File: config.mk
export PLATFORM = sky130hd
export DESIGN_NAME = vga_pixel_apb_writer
export DESIGN_NICKNAME = d
export VERILOG_FILES = /design/src/rtl/vga_pkg.sv /design/src/rtl/vga_pix_addr.sv /design/src/rtl/vga_pixel_apb_writer.sv
export SDC_FILE = /design/constraint.sdc
export NUM_CORES = 1
export LEC_CHECK = 0
export BUFFER_PORTS_ARGS = -buffer_cell sky130_fd_sc_hd__buf_2
export CAP_MARGIN = 20
export CORE_MARGIN = 2
export CORE_UTILIZATION = 40
export CTS_CLUSTER_DIAMETER = 80
export DETAILED_ROUTE_END_ITERATION = 10
export GPL_TIMING_DRIVEN = 0
export PLACE_DENSITY = 0.78
export SETUP_SLACK_MARGIN = 0.5
export SYNTH_ARGS = -nofsm -noshare
export SYNTH_HDL_FRONTEND = slang
export SYNTH_HIERARCHICAL = 1
export SYNTH_SLANG_ARGS = --single-unit
File: constraint.sdc
create_clock -name clk_i -period 7.2 [get_ports clk_i]
set_input_delay 0.72 -clock clk_i [delete_from_list [all_inputs] [get_ports clk_i]]
set_output_delay 0.72 -clock clk_i [all_outputs]
set_load 0.02 [all_outputs]
File: src/rtl/vga_pkg.sv
// Shared types, defaults and helpers for the VGA framebuffer pixel writers.
package vga_pkg;

   localparam int DEF_SCREEN_WIDTH  = 640;
   localparam int DEF_SCREEN_HEIGHT = 480;

   typedef enum logic [2:0] {
      IDLE,
      RD_SETUP,
      RD_ACCESS,
      WR_SETUP,
      WR_ACCESS
   } writer_state_t;

   // Replace one byte lane of a framebuffer word (lane 0 = bits [7:0]).
   function automatic logic [31:0] merge_byte(input logic [31:0] word,
                                              input logic [1:0]  lane,
                                              input logic [7:0]  color);
      logic [31:0] r_word;
      r_word = word;
      case (lane)
         2'd0:    r_word[7:0]   = color;
         2'd1:    r_word[15:8]  = color;
         2'd2:    r_word[23:16] = color;
         default: r_word[31:24] = color;
      endcase
      return r_word;
   endfunction

endpackage

File: src/rtl/vga_pix_addr.sv
// Pixel coordinate to framebuffer word address / byte lane, plus range check.
// Purely combinational so fill and blit engines can reuse it.
module vga_pix_addr
   import vga_pkg::*;
#(
   parameter int          SCREEN_WIDTH  = DEF_SCREEN_WIDTH,
   parameter int          SCREEN_HEIGHT = DEF_SCREEN_HEIGHT,
   parameter logic [31:0] BASE_ADDR     = 32'h0000_0000,
   parameter int          X_W           = $clog2(SCREEN_WIDTH),
   parameter int          Y_W           = $clog2(SCREEN_HEIGHT)
) (
   input  logic [X_W-1:0] i_x,
   input  logic [Y_W-1:0] i_y,
   output logic [31:0]    o_addr,
   output logic [1:0]     o_lane,
   output logic           o_oob
);

   logic [31:0] w_x32;
   logic [31:0] w_y32;
   logic [31:0] w_pn;

   assign w_x32 = {{(32-X_W){1'b0}}, i_x};
   assign w_y32 = {{(32-Y_W){1'b0}}, i_y};

   // Line stride equals the screen width in bytes (one byte per pixel).
   assign w_pn   = w_y32 * 32'(SCREEN_WIDTH) + w_x32;
   assign o_addr = BASE_ADDR + {w_pn[31:2], 2'b00};
   assign o_lane = w_pn[1:0];
   assign o_oob  = (w_x32 >= 32'(SCREEN_WIDTH)) || (w_y32 >= 32'(SCREEN_HEIGHT));

endmodule

File: src/rtl/vga_pixel_apb_writer.sv
// APB master that plots single pixels into the VGA framebuffer using a
// read-modify-write of the 32-bit word holding four pixels.
module vga_pixel_apb_writer
   import vga_pkg::*;
#(
   parameter int          SCREEN_WIDTH  = DEF_SCREEN_WIDTH,
   parameter int          SCREEN_HEIGHT = DEF_SCREEN_HEIGHT,
   parameter logic [31:0] BASE_ADDR     = 32'h0000_0000,
   parameter int          X_W           = $clog2(SCREEN_WIDTH),
   parameter int          Y_W           = $clog2(SCREEN_HEIGHT)
) (
   input  logic           clk_i,
   input  logic           rstn_i,
   input  logic           pix_valid_i,
   output logic           pix_ready_o,
   input  logic [X_W-1:0] pix_x_i,
   input  logic [Y_W-1:0] pix_y_i,
   input  logic [7:0]     pix_color_i,
   output logic [31:0]    apb_paddr_o,
   output logic [31:0]    apb_pwdata_o,
   output logic           apb_pwrite_o,
   output logic           apb_psel_o,
   output logic           apb_penable_o,
   input  logic [31:0]    apb_prdata_i,
   input  logic           apb_pready_i,
   input  logic           apb_pslverr_i,
   output logic           busy_o,
   output logic           err_o,
   input  logic           err_clr_i,
   output logic           oob_o
);

   writer_state_t r_state;
   writer_state_t w_state_nxt;

   logic [31:0] r_addr;
   logic [1:0]  r_lane;
   logic [7:0]  r_color;
   logic [31:0] r_pwdata;
   logic        r_err;
   logic        r_oob;

   logic [31:0] w_addr;
   logic [1:0]  w_lane;
   logic        w_oob;
   logic        w_accept;
   logic        w_rd_done;
   logic        w_err_set;

   vga_pix_addr #(
      .SCREEN_WIDTH  (SCREEN_WIDTH),
      .SCREEN_HEIGHT (SCREEN_HEIGHT),
      .BASE_ADDR     (BASE_ADDR),
      .X_W           (X_W),
      .Y_W           (Y_W)
   ) u_addr (
      .i_x    (pix_x_i),
      .i_y    (pix_y_i),
      .o_addr (w_addr),
      .o_lane (w_lane),
      .o_oob  (w_oob)
   );

   assign pix_ready_o = (r_state == IDLE) && rstn_i;
   assign w_accept    = pix_valid_i && pix_ready_o;
   assign w_rd_done   = (r_state == RD_ACCESS) && apb_pready_i && !apb_pslverr_i;
   assign w_err_set   = ((r_state == RD_ACCESS) || (r_state == WR_ACCESS)) &&
                        apb_pready_i && apb_pslverr_i;

   assign apb_paddr_o  = r_addr;
   assign apb_pwdata_o = r_pwdata;
   assign busy_o       = (r_state != IDLE);
   assign err_o        = r_err;
   assign oob_o        = r_oob;

   // State register; reset abandons any transfer in flight.
   always_ff @(posedge clk_i) begin
      if (!rstn_i) r_state <= IDLE;
      else         r_state <= w_state_nxt;
   end

   // Next-state and APB control strobes.
   always_comb begin
      w_state_nxt   = r_state;
      apb_psel_o    = 1'b0;
      apb_penable_o = 1'b0;
      apb_pwrite_o  = 1'b0;
      case (r_state)
         IDLE: begin
            if (w_accept && !w_oob) w_state_nxt = RD_SETUP;
         end
         RD_SETUP: begin
            apb_psel_o  = 1'b1;
            w_state_nxt = RD_ACCESS;
         end
         RD_ACCESS: begin
            apb_psel_o    = 1'b1;
            apb_penable_o = 1'b1;
            if (apb_pready_i) w_state_nxt = apb_pslverr_i ? IDLE : WR_SETUP;
         end
         WR_SETUP: begin
            apb_psel_o   = 1'b1;
            apb_pwrite_o = 1'b1;
            w_state_nxt  = WR_ACCESS;
         end
         WR_ACCESS: begin
            apb_psel_o    = 1'b1;
            apb_penable_o = 1'b1;
            apb_pwrite_o  = 1'b1;
            if (apb_pready_i) w_state_nxt = IDLE;
         end
         default: w_state_nxt = IDLE;
      endcase
   end

   // Capture target word address, lane and colour when a drawable pixel is accepted.
   always_ff @(posedge clk_i) begin
      if (!rstn_i) begin
         r_addr  <= 32'h0;
         r_lane  <= 2'd0;
         r_color <= 8'h0;
      end else if (w_accept && !w_oob) begin
         r_addr  <= w_addr;
         r_lane  <= w_lane;
         r_color <= pix_color_i;
      end
   end

   // Merged write word is built from the read data; it holds until the next read.
   always_ff @(posedge clk_i) begin
      if (!rstn_i)        r_pwdata <= 32'h0;
      else if (w_rd_done) r_pwdata <= merge_byte(apb_prdata_i, r_lane, r_color);
   end

   // Sticky slave-error flag (a new error beats a clear) and out-of-range pulse.
   always_ff @(posedge clk_i) begin
      if (!rstn_i) begin
         r_err <= 1'b0;
         r_oob <= 1'b0;
      end else begin
         if (w_err_set)      r_err <= 1'b1;
         else if (err_clr_i) r_err <= 1'b0;
         r_oob <= w_accept && w_oob;
      end
   end

endmodule

# --- Yosys cells after proc, flatten, opt, wreduce, memory -nomap -nowiden ---
# Index checks and enable logic that the tools add are counted.
word_totals:
  regBits: 77
  inputBits: 65
  output_inout_bits: 71
  elab_cells: 55
classes:
  addsub: 1
  multipliers: 1
  magnitude_cmp: 2
  n_eq_ne: 9
  mux: 14
  n_reduce_logical: 21
op_table:
  columns: ["op", "n"]
  rows:
  - ["32-bit by 10-bit adder with 32-bit output", 1]
  - ["8-bit two-way mux", 4]
  - ["3-bit one-hot mux with 5 select lines", 1]
  - ["9-bit by 3-bit multiplier with 12-bit output, second input constant", 1]
  - ["10-bit greater-or-equal comparator, second input constant", 1]
  - ["9-bit greater-or-equal comparator, second input constant", 1]
  - ["3-bit two-way mux", 3]
  - ["1-bit logical AND", 8]
  - ["3-bit by 2-bit equality test with 1-bit output, second input constant", 2]
  - ["1-bit two-way mux", 5]
  - ["2-bit inequality test, second input constant", 2]
  - ["2-bit OR reduction", 2]
  - ["4-bit OR reduction", 1]
  - ["3-bit by 1-bit equality test with 1-bit output, second input constant", 1]
  - ["3-bit equality test, second input constant", 1]
  - ["3-bit zero test", 1]
  - ["3-bit AND reduction", 1]
  - ["3-bit nonzero test", 1]
  - ["3-bit OR reduction", 1]
  - ["2-bit by 1-bit equality test with 1-bit output, second input constant", 1]
  - ["2-bit equality test, second input constant", 1]
  - ["1-bit zero test", 2]
  - ["2-bit zero test", 1]
  - ["1-bit logical OR", 2]
  - ["other kinds (3)", 3]

# --- Depth between registers and ports, before layout ---
# Gate-level depths: netlist of run 1.
depth:
  depth_word: 6
  mapped_depth: 12
  depth_no_buf: 12

# --- Cells and area by module ---
# The synthesis of run 1 kept the hierarchy.
modules_own_cells:
  columns: ["module", "instances", "cells_per_inst", "area_per_inst_um2", "seq_area_each_um2"]
  rows:
  - ["vga_pixel_apb_writer", 1, 372, 3284.4, 1581.5]
  - ["vga_pix_addr", 1, 96, 867.1, 0.0]

# --- Worst setup path before layout of run 1 ---
# No wires, ideal clock.
synth_path:
  path_kind: "in2reg"
  from: "in pix_y_i[1]"
  to: "reg r_addr[17] (netlist: apb_paddr_o[17])"
  setup_time_ns: 0.074
  t_arrival_ns: 2.681
  required_time_ns: 7.126
  slack_ns: 4.445
  path_stages: 12
  n_path_buf: 0
  cell_sequence: "ha_1 -> ha_1 -> inv_1 -> fa_1 -> nand2b_2 -> a21oi_4 -> a31oi_4 -> xor2_2 -> nor3_2 -> xnor2_1 -> nand3_1 -> o21ai_0"
synth_via:
  word_cells_on_any_way: 6
  classes_between: "add/sub (1); mul (1); order compare (1); reduce/logical (3)"
synth_rtl:
  columns: ["item", "line_no", "rtl"]
  rows:
  - ["start, declared", "vga_pixel_apb_writer.sv:17", "input logic [Y_W-1:0] pix_y_i,"]
  - ["9-bit by 3-bit multiplier with 12-bit output", "vga_pix_addr.sv:27", "assign w_pn = w_y32 * 32'(SCREEN_WIDTH) + w_x32;"]
  - ["32-bit by 10-bit adder with 32-bit output", "vga_pix_addr.sv:27", null]
  - ["via w_addr[17]", "vga_pixel_apb_writer.sv:43", "logic [31:0] w_addr;"]
  - ["end signal, assigned", "vga_pixel_apb_writer.sv:123", "r_addr <= w_addr;"]
  - ["end, declared", "vga_pixel_apb_writer.sv:36", "logic [31:0] r_addr;"]
# The timed path passes the listed nets, and every way through them passes these cells.
# A chain may end at the register's enable or synchronous reset.

# --- Worst setup path after layout of run 1 ---
layout_path:
  from: "in rstn_i"
  to: "out pix_ready_o"
layout_via:
  elab_chain_len: 1
layout_rtl:
  columns: ["item", "line_no", "rtl"]
  rows:
  - ["start, declared", "vga_pixel_apb_writer.sv:13", "input logic rstn_i,"]
  - ["1-bit logical AND", "vga_pixel_apb_writer.sv:64", "assign pix_ready_o = (r_state == IDLE) && rstn_i;"]
  - ["end, declared", "vga_pixel_apb_writer.sv:15", "output logic pix_ready_o,"]
# Every way passes these cells.

==> results by stage, run 1 <==
Outcome:
- The run finished with clean final reports.

Logic synthesis:
- By area the synthesized netlist is led by sky130_fd_sc_hd__dfxtp_1 (38%), sky130_fd_sc_hd__mux2i_1 (8.2%), sky130_fd_sc_hd__o211ai_1 (5.8%).
- During synthesis, Yosys emitted a total of 6 warnings.
- Counting flops and latches in the post-synthesis netlist gives 79.
- The cell taking the most area after synthesis is sky130_fd_sc_hd__dfxtp_1.
- The post-synthesis area per instance is 8.87 sq um.
- The post-synthesis mux area share is 8.20%.
- Synthesis produced a netlist whose cell count is 468.
- After synthesis, the largest family of logic cells by area is compound AO/OA/AOI/OAI gates.
- The synthesized netlist devotes 6.09% of its cell area to adder and majority cells.
- Summed over its instances, the top area cell type makes up 38.1% of the synthesized netlist area.
- Yosys mapped the design onto 48 distinct sky130hd cell types.
- The complex-gate fraction of the synthesized area is 18.3%.
- The fraction of synthesized cell area in xor and xnor cells is 4.31%.
- Summing the areas of all and, or, nand and nor instances in the mapped netlist gives 15.8% of the synthesized area.
- Of the synthesized area, sequential elements account for 38.1%.
- Summing every instance area after synthesis gives 4150 sq um.

Detailed routing:
- The remaining antenna violation count after routing is 0.
- The via count normalized by instance count is 5.11.
- In the final routed layout, each cell accounts on average for 14.6 microns.
- Wires add up to 11.1 mm.
- The initial detailed-routing violation count is 160.
- For this run, design rule violations remaining after detail routing come to 0.
- For this run, the detailed router's first-pass iteration total came to 4.
- The total via count after detailed routing is 3880.

Placed design:
- The HPWL after detailed placement is 8.49 mm.
- The congestion estimate from routability-driven global placement came to 0.825.
- The total of buffers placed on input and output ports is 127.

Setup path:
- The class of the most critical setup path is in2out.
- STA classifies the critical path endpoint as an output port.
- The worst setup path is launched from an input pin.
- Of all nets on the critical path, the largest fanout is 10.
- The critical path data required time is 6480 ps.
- At the worst endpoint, the arrival time is 2220 ps.

Clock tree:
- The number of setup buffers added after CTS is 0.
- The clock tree from TritonCTS is yes.
- In this run, post-CTS repair resized a total of 0 instances.
- The insertion delay of the later-clocked pin in the worst-skew pair is 350 ps.
- After clock tree synthesis, the clock-pin slew on the worst setup and hold paths is 70 ps.
- The number of clock sinks is 79.
- The cell at the root of the clock tree is sky130_fd_sc_hd__clkbuf_8.
- The depth of the CTS H-tree is 3.
- The maximum number of buffers from clock root to sink is 2.
- For this design, the CTS-stage hold fixing added 0 buffers.
- The number of clock buffers added by TritonCTS is 9.

Cells and area:
- Fill cells in the final layout number 969.
- The post-route netlist has 30.6% of its cells at a drive strength greater than 1.
- The repair_antennas step left the layout with diodes totalling 0.
- At the end of the flow, the number of nets in the layout was 704.
- Relative to the synthesized area, the layout overhead comes to 25.4%.

STA:
- Setup violations remaining at the end of the flow were counted as 0.
- The total negative setup slack is 0 ps.
- The final number of hold-violating endpoints is 0.
- The final critical delay including setup and external delays is 2940 ps.
- The total count of max-transition violations in the final report was 0.
- For this run, the top clock speed supported by timing is 341 MHz.
- The relative max-transition margin is 41.2%.
- The final period utilization is 40.8%.
- The transition time at the pin with the least slew margin is 878 ps.
- The final setup skew is 6.29 ps.
- Setup repair after global routing left no endpoint under its margin.

GRT:
- The leftover overflow at the end of global routing is 0.
- The number of global-route vias before repair was 3742.
- Global routing used 20.1% of the available tracks.
- The initial antenna violation count is 0.
- The wire length of the first global-routing pass is 17.9 mm.
- The largest net degree at the start of global routing is 13.

Flow run:
- The tool flagged a number of max-cap violations equal to 0.

Power:
- In this run the static leakage power is 2.52 nW.
- The worst-case vdd ir drop is 0.0822 mV.
- The power density over the cells is 200 nW/um^2.
- Total power for the finished layout comes to 1.04 mW.

Floorplan:
- The starting utilization of the core area is 40.8%.
- The die span in x is 106 microns.
- The die area is 11200 sq um.
- The number of placed I/O pins is 136.
- The region available for standard cell placement spans 10200 sq um.
- The initialized floorplan defines 37 standard-cell rows.
- The die height is 106 microns.

Worst hold path:
- In this run the worst hold path is classified as reg2reg.
per-layer routing:
metal  global-route usage, %  vias to the layer above  part of all wire, %  routed length, microns
met5                       0                        -                    0                       0
met4                    9.02                        0                  2.3                     255
met3                    4.08                       19                  6.8                     758
met2                    33.2                      138                   47                    5260
met1                    25.3                     1802                   43                    4810
li1                        -                     1921                    -                       -
report_power, final:
part           total [mW]  internal, mW  switching [mW]
Clock               0.338         0.177           0.161
Sequential          0.475         0.458          0.0172
Combinational       0.230        0.0942           0.136
Total                1.04         0.729           0.314
critical path: stages:
cell,delay (ps)
sky130_fd_sc_hd__clkbuf_1,290
sky130_fd_sc_hd__nor4b_4,550
sky130_fd_sc_hd__clkbuf_1,400
sky130_fd_sc_hd__buf_2,250
final timing paths:
check	startpoint	end	slack (ps)	cells past startpoint
hold reg to reg	apb_paddr_o[3]	apb_paddr_o[3]	460	2
setup reg to reg	r_state[2]	apb_paddr_o[24]	5340	6
hold / removal	apb_paddr_o[3]	apb_paddr_o[3]	460	2
setup / recovery	rstn_i	pix_ready_o	4260	4
cells in the mapped netlist, drive strengths merged:
library cell / count
a211oi: 1
a21o: 4
a21oi: 6
a31oi: 2
and2: 1
and2b: 1
and3: 1
buf: 33
clkbuf: 28
conb: 1
dfxtp: 79
fa: 2
ha: 17
inv: 8
mux2i: 34
nand2: 49
nand2b: 7
nand3: 45
nand3b: 3
nand4: 2
nor2: 6
nor2b: 3
nor3: 2
nor4: 1
nor4b: 2
o211ai: 32
o21ai: 76
o2bb2ai: 1
o31ai: 1
or3: 2
or3b: 1
xnor2: 8
xor2: 9
cell type report:
type	count	area (sq um)	area share, %
Multi-Input combinational cell	334	2240	43.0
Sequential cell	79	1580	30.4
Tap cell	136	170	3.27
Timing Repair Buffer	127	636	12.2
Buffer	61	352	6.75
Clock buffer	12	155	2.98
Inverter	8	30.0	0.577
Clock inverter	3	42.5	0.817
state kept, by name, indices dropped and copies added, names as in the netlist:
signal and flops:
apb_paddr_o 32, apb_pwdata_o 32, r_lane 2, err_o 1, oob_o 1, r_color 8, r_state 3
kinds of logic after synthesis:
group                    after synthesis
AND/OR/NAND/NOR                      126
AO/OA/AOI/OAI                        123
flip-flops                            79
buffers and inverters                 69
multiplexers                          34
adder cells (fa/ha/maj)               19
XOR/XNOR                              17
other                                  1
metrics by stage:
stage | cell area (sq um) | hold slack (ps) | utilization [%] | std cells | worst slack (ps)
detailed placement | 5010 | 447 | 49.2 | 745 | 4170
floorplan | 4200 | 463 | - | 482 | 4450
CTS | 5210 | 460 | 51.1 | 760 | 4220
global placement | 5010 | 435 | 49.2 | 745 | 4200
global route | 5210 | 472 | 51.1 | 760 | 4060
finish | 5210 | 456 | 51.1 | 760 | 4260
layout by cell type, fill, tap and decap left out, drive strengths merged, types with 2 or more instances in the layout:
cell	Yosys	layout
buf	33	160
nand3b	3	3
clkbuf	28	40
dfxtp	79	79
o21ai	76	76
a21o	4	4
nor3	2	2
o211ai	32	32
xnor2	8	8
ha	17	17
a21oi	6	6
a31oi	2	2
nor2	6	6
or3	2	2
conb	1	15
fa	2	2
mux2i	34	34
nand2	49	49
xor2	9	9
nand3	45	45
inv	8	8
nor2b	3	3
nand2b	7	7
nor4b	2	2
nand4	2	2
(Power assumes the default switching activity.)
==> run 2: changes to the inputs <==
ABC_AREA = 1   (was not set)
PLACE_DENSITY = 0.76   (was 0.78)
clock period = 3.1 ns   (was 7.2 ns; I/O delays follow)
==> run 2 against run 1 <==
Critical path type is now in2reg; register-to-register slack lost 3700 ps; largest cell class unchanged; worst setup slack worse by 3500 ps; final area grew 11%; area after synthesis up 11%; core utilization increased by 0.14 points; via count grew 19%; hold slack got worse by 190 ps; highest routed layer is now met5; die area is 11% higher; non-clock buffer count down 4; synthesized cell count rose by 42%; critical path depth rose by 12.
==> results by stage, run 2 <==
Floorplan:
- Row generation in the floorplan step produced 39 rows.
- The die height is 111 microns.
- The initial utilization of the core area, before any placement, comes to 40.8%.
- In this run the standard cell core region covers 11300 sq um.
- The die area is 12400 sq um.
- The number of placed I/O pins is 136.
- The die span in x is 111 microns.

Logic synthesis:
- The synthesized design contains 79 register bits.
- sky130_fd_sc_hd__dfxtp_1 takes more of the synthesized area than any other cell.
- The count of different cell masters after synthesis is 34.
- The synthesized cell area is 4620 sq um.
- The count of flip-flops with a built-in enable after synthesis is 0.
- The post-synthesis area per instance is 6.96 sq um.
- The area share of the largest cell type after synthesis is 34.2%.
- The number of instances in the synthesized netlist is 664.
- After synthesis, flip-flops and latches occupy 34.2% of the total area.
- The cell with the most instances after synthesis is sky130_fd_sc_hd__nand2_1.
- Sorting the synthesized cells by area gives the leading types as sky130_fd_sc_hd__dfxtp_1 (34%), sky130_fd_sc_hd__nand2_1 (13%), sky130_fd_sc_hd__nor2_1 (7.7%).
- For this run, asynchronously set or reset flops after synthesis account for 0%.
- The total of warnings raised by yosys is 6.
- The most used flip-flop cell after synthesis is sky130_fd_sc_hd__dfxtp_1.
- After synthesis, the most frequently instantiated cells are sky130_fd_sc_hd__nand2_1 (160), sky130_fd_sc_hd__nor2_1 (95), sky130_fd_sc_hd__dfxtp_1 (79).

STA:
- The total count of max-transition violations in the final report is 0.
- Setup violations remaining at the end of the flow were counted as 0.
- The final number of hold-violating endpoints is 0.
- Timing would allow up to 435 MHz.
- The transition time at the pin with the least slew margin is 733 ps.
- The final period utilization is 74.2%.
- For the finished layout, the period the worst path requires is 2300 ps.
- The total negative setup slack is 0 ps.
- Setup repair after global routing left no endpoint under its margin.
- The relative max-transition margin is 50.6%.
- On the final layout, the worst clock skew is 8.86 ps.
- Hold timing on the final database bottoms out at a slack of 267 ps.

Detailed routing:
- The remaining antenna violation count after routing is 0.
- Across all layers, the routed design uses 4616 vias.
- The routed length per placed instance is 12.2 microns.
- Dividing the detail-routed via count by the number of cells gives 4.79.
- The iteration count of the initial detailed-routing pass is 5.
- After detailed routing, the total wire length is 11.7 mm.
- After the first detailed-routing iteration, the DRC count stood at 411.
- The total DRC errors in the routed layout is 0.

Setup path:
- STA classifies the critical path startpoint as an input pin.
- The cell that appears most often on the critical path is sky130_fd_sc_hd__nand2_1.
- The class of the most critical setup path is in2reg.
- The kind of end point of the critical path is a flip-flop.
- The buffers plus inverters on the worst setup path is 2.
- The critical path goes through buf_2 > ha_1 > ha_1 > inv_1 > fa_1 > nor2_8 > nand3_4 > nor2_4 > nand2_1 > nor2_2 > nand3_1 > nand2_1 > nand2_1 > nand3b_1 > nand2_1 > nor2_1.
- The critical path data required time is 3330 ps.
- The signal arrival time at the worst endpoint is 2530 ps.
- The largest fanout on the critical path is 3.
- The largest single stage delay on the critical path is 510 ps.
- The kind of cell adding the most delay to the critical path is adder cells.
- On the critical path, the stage with the largest delay is an instance of sky130_fd_sc_hd__fa_1.

Clock tree:
- The insertion delay of the later-clocked pin in the worst-skew pair is 330 ps.
- CTS built an H-tree with a depth of 3.
- After clock tree synthesis, the clock-pin slew on the worst setup and hold paths is 60 ps.
- The maximum number of buffers from clock root to sink is 2.
- The tree built by TritonCTS fans out to 79 sinks.
- The number of setup buffers added after CTS is 0.
- In this run, CTS created clock tree buffers numbering 9.
- The cell at the root of the clock tree is sky130_fd_sc_hd__clkbuf_16.
- The clock tree from TritonCTS is yes.
- The count of cells resized by post-cts repair is 0.
- The number of hold-repair buffers added at the cts stage is 0.

Power:
- For this design the static power due to leakage is 2.87 nW.
- The worst-case vdd ir drop is 0.311 mV.
- In this run the power density over the cells is 598 nW/um^2.

GRT:
- The first global-routing pass estimated 19.6 mm of wire.
- The number of global-route vias before repair is 4185.
- Entering global routing, the biggest net connects 14 pins.
- The initial antenna violation count was 1.
- The overall routing resource usage is 19.1%.
- The leftover overflow at the end of global routing is 0.

Cells and area:
- The most common library cell in the layout ignoring fill and taps is sky130_fd_sc_hd__nand2_1.
- The area overhead of the layout relative to synthesis is 25.7%.
- In the final layout, the share of cells above drive strength 1 is 27.0%.
- In the layout the commonest cells are sky130_fd_sc_hd__nand2_1 (160), sky130_fd_sc_hd__buf_2 (137), sky130_fd_sc_hd__nor2_1 (95).
- The final net count is 899.
- The number of antenna diodes in the final layout is 0.

Placed design:
- The total of buffers placed on input and output ports is 126.
- The congestion estimate from routability-driven global placement came to 0.845.
- Summed over all nets, the half-perimeter wirelength after detailed placement is 9.18 mm.

Outcome:
- The flow ran to the end, and the final reports show no timing, DRC or antenna violations.

Flow run:
- The number of max-capacitance violations reported is 0.

Worst hold path:
- The tightest min-delay check is of the in2reg type.
-- run 2: path summary, 6_finish.rpt --
check / start / end / slack [ps] / cells past startpoint
min: err_clr_i / err_o / 270 / 4
max: pix_y_i[1] / apb_paddr_o[17] / 800 / 16
max reg2reg: r_state[2] / apb_pwdata_o[20] / 1630 / 7
min reg2reg: apb_pwdata_o[1] / apb_pwdata_o[1] / 460 / 2
-- run 2: per-layer routing --
| layer | GRT usage, % | up-vias | part of all wire [%] |
|---|---|---|---|
| met5 | 0 | - | 0.094 |
| met1 | 23.4 | 2026 | 43 |
| met4 | 5.19 | 2 | 1.4 |
| met2 | 33.3 | 171 | 47 |
| met3 | 5.01 | 16 | 8.6 |
| li1 | - | 2401 | - |
-- run 2: through the flow --
stage | area [sq um] | util [%] | cells | power [mW] | setup slack (ps)
5_1_grt | 5800 | 51.3 | 963 | 3.69 | 611
6_report | 5800 | 51.3 | 963 | 3.47 | 799
3_3_place_gp | 5480 | 48.4 | 947 | 2.35 | 492
4_1_cts | 5800 | 51.3 | 963 | 3.50 | 799
2_1_floorplan | 4670 | - | 678 | 2.04 | 741
3_5_place_dp | 5480 | 48.4 | 947 | 2.36 | 449
-- run 2: worst reg2reg max path: cells and delay by family (launching register included) --
kind	cells	cell delay, ps
and+or+nand+nor	4	610
buffers and inverters	2	330
AOI/OAI and AO/OA	1	60
DFF	1	330
-- run 2: cell families (layout without fill, tap and decap cells) --
| kind of cell | Yosys count | in the layout | synth area share [%] |
|---|---|---|---|
| other cells | 1 | 15 | 0.0812 |
| compound gates | 77 | 77 | 8.53 |
| xor+xnor | 5 | 5 | 0.948 |
| fa+ha+maj | 19 | 19 | 5.47 |
| buf+inv | 105 | 247 | 11.8 |
| simple gates | 378 | 378 | 38.9 |
| flops | 79 | 79 | 34.2 |
-- run 2: layout make-up --
| type | count | area (sq um) |
|---|---|---|
| repair buffers | 126 | 631 |
| well taps | 143 | 179 |
| flip-flops and latches | 79 | 1580 |
| multi-input cells | 494 | 2540 |
| fillers | 1154 | 5520 |
| clock buffers | 11 | 243 |
| clock inverters | 5 | 81.3 |
| inverters | 47 | 176 |
| plain buffers | 58 | 370 |
-- run 2: power by group --
| part | total [mW] | switching (mW) | internal (mW) |
|---|---|---|---|
| Sequential | 1.19 | 0.0670 | 1.12 |
| Combinational | 1.14 | 0.725 | 0.417 |
| Clock | 1.13 | 0.408 | 0.727 |
| Total | 3.47 | 1.20 | 2.27 |
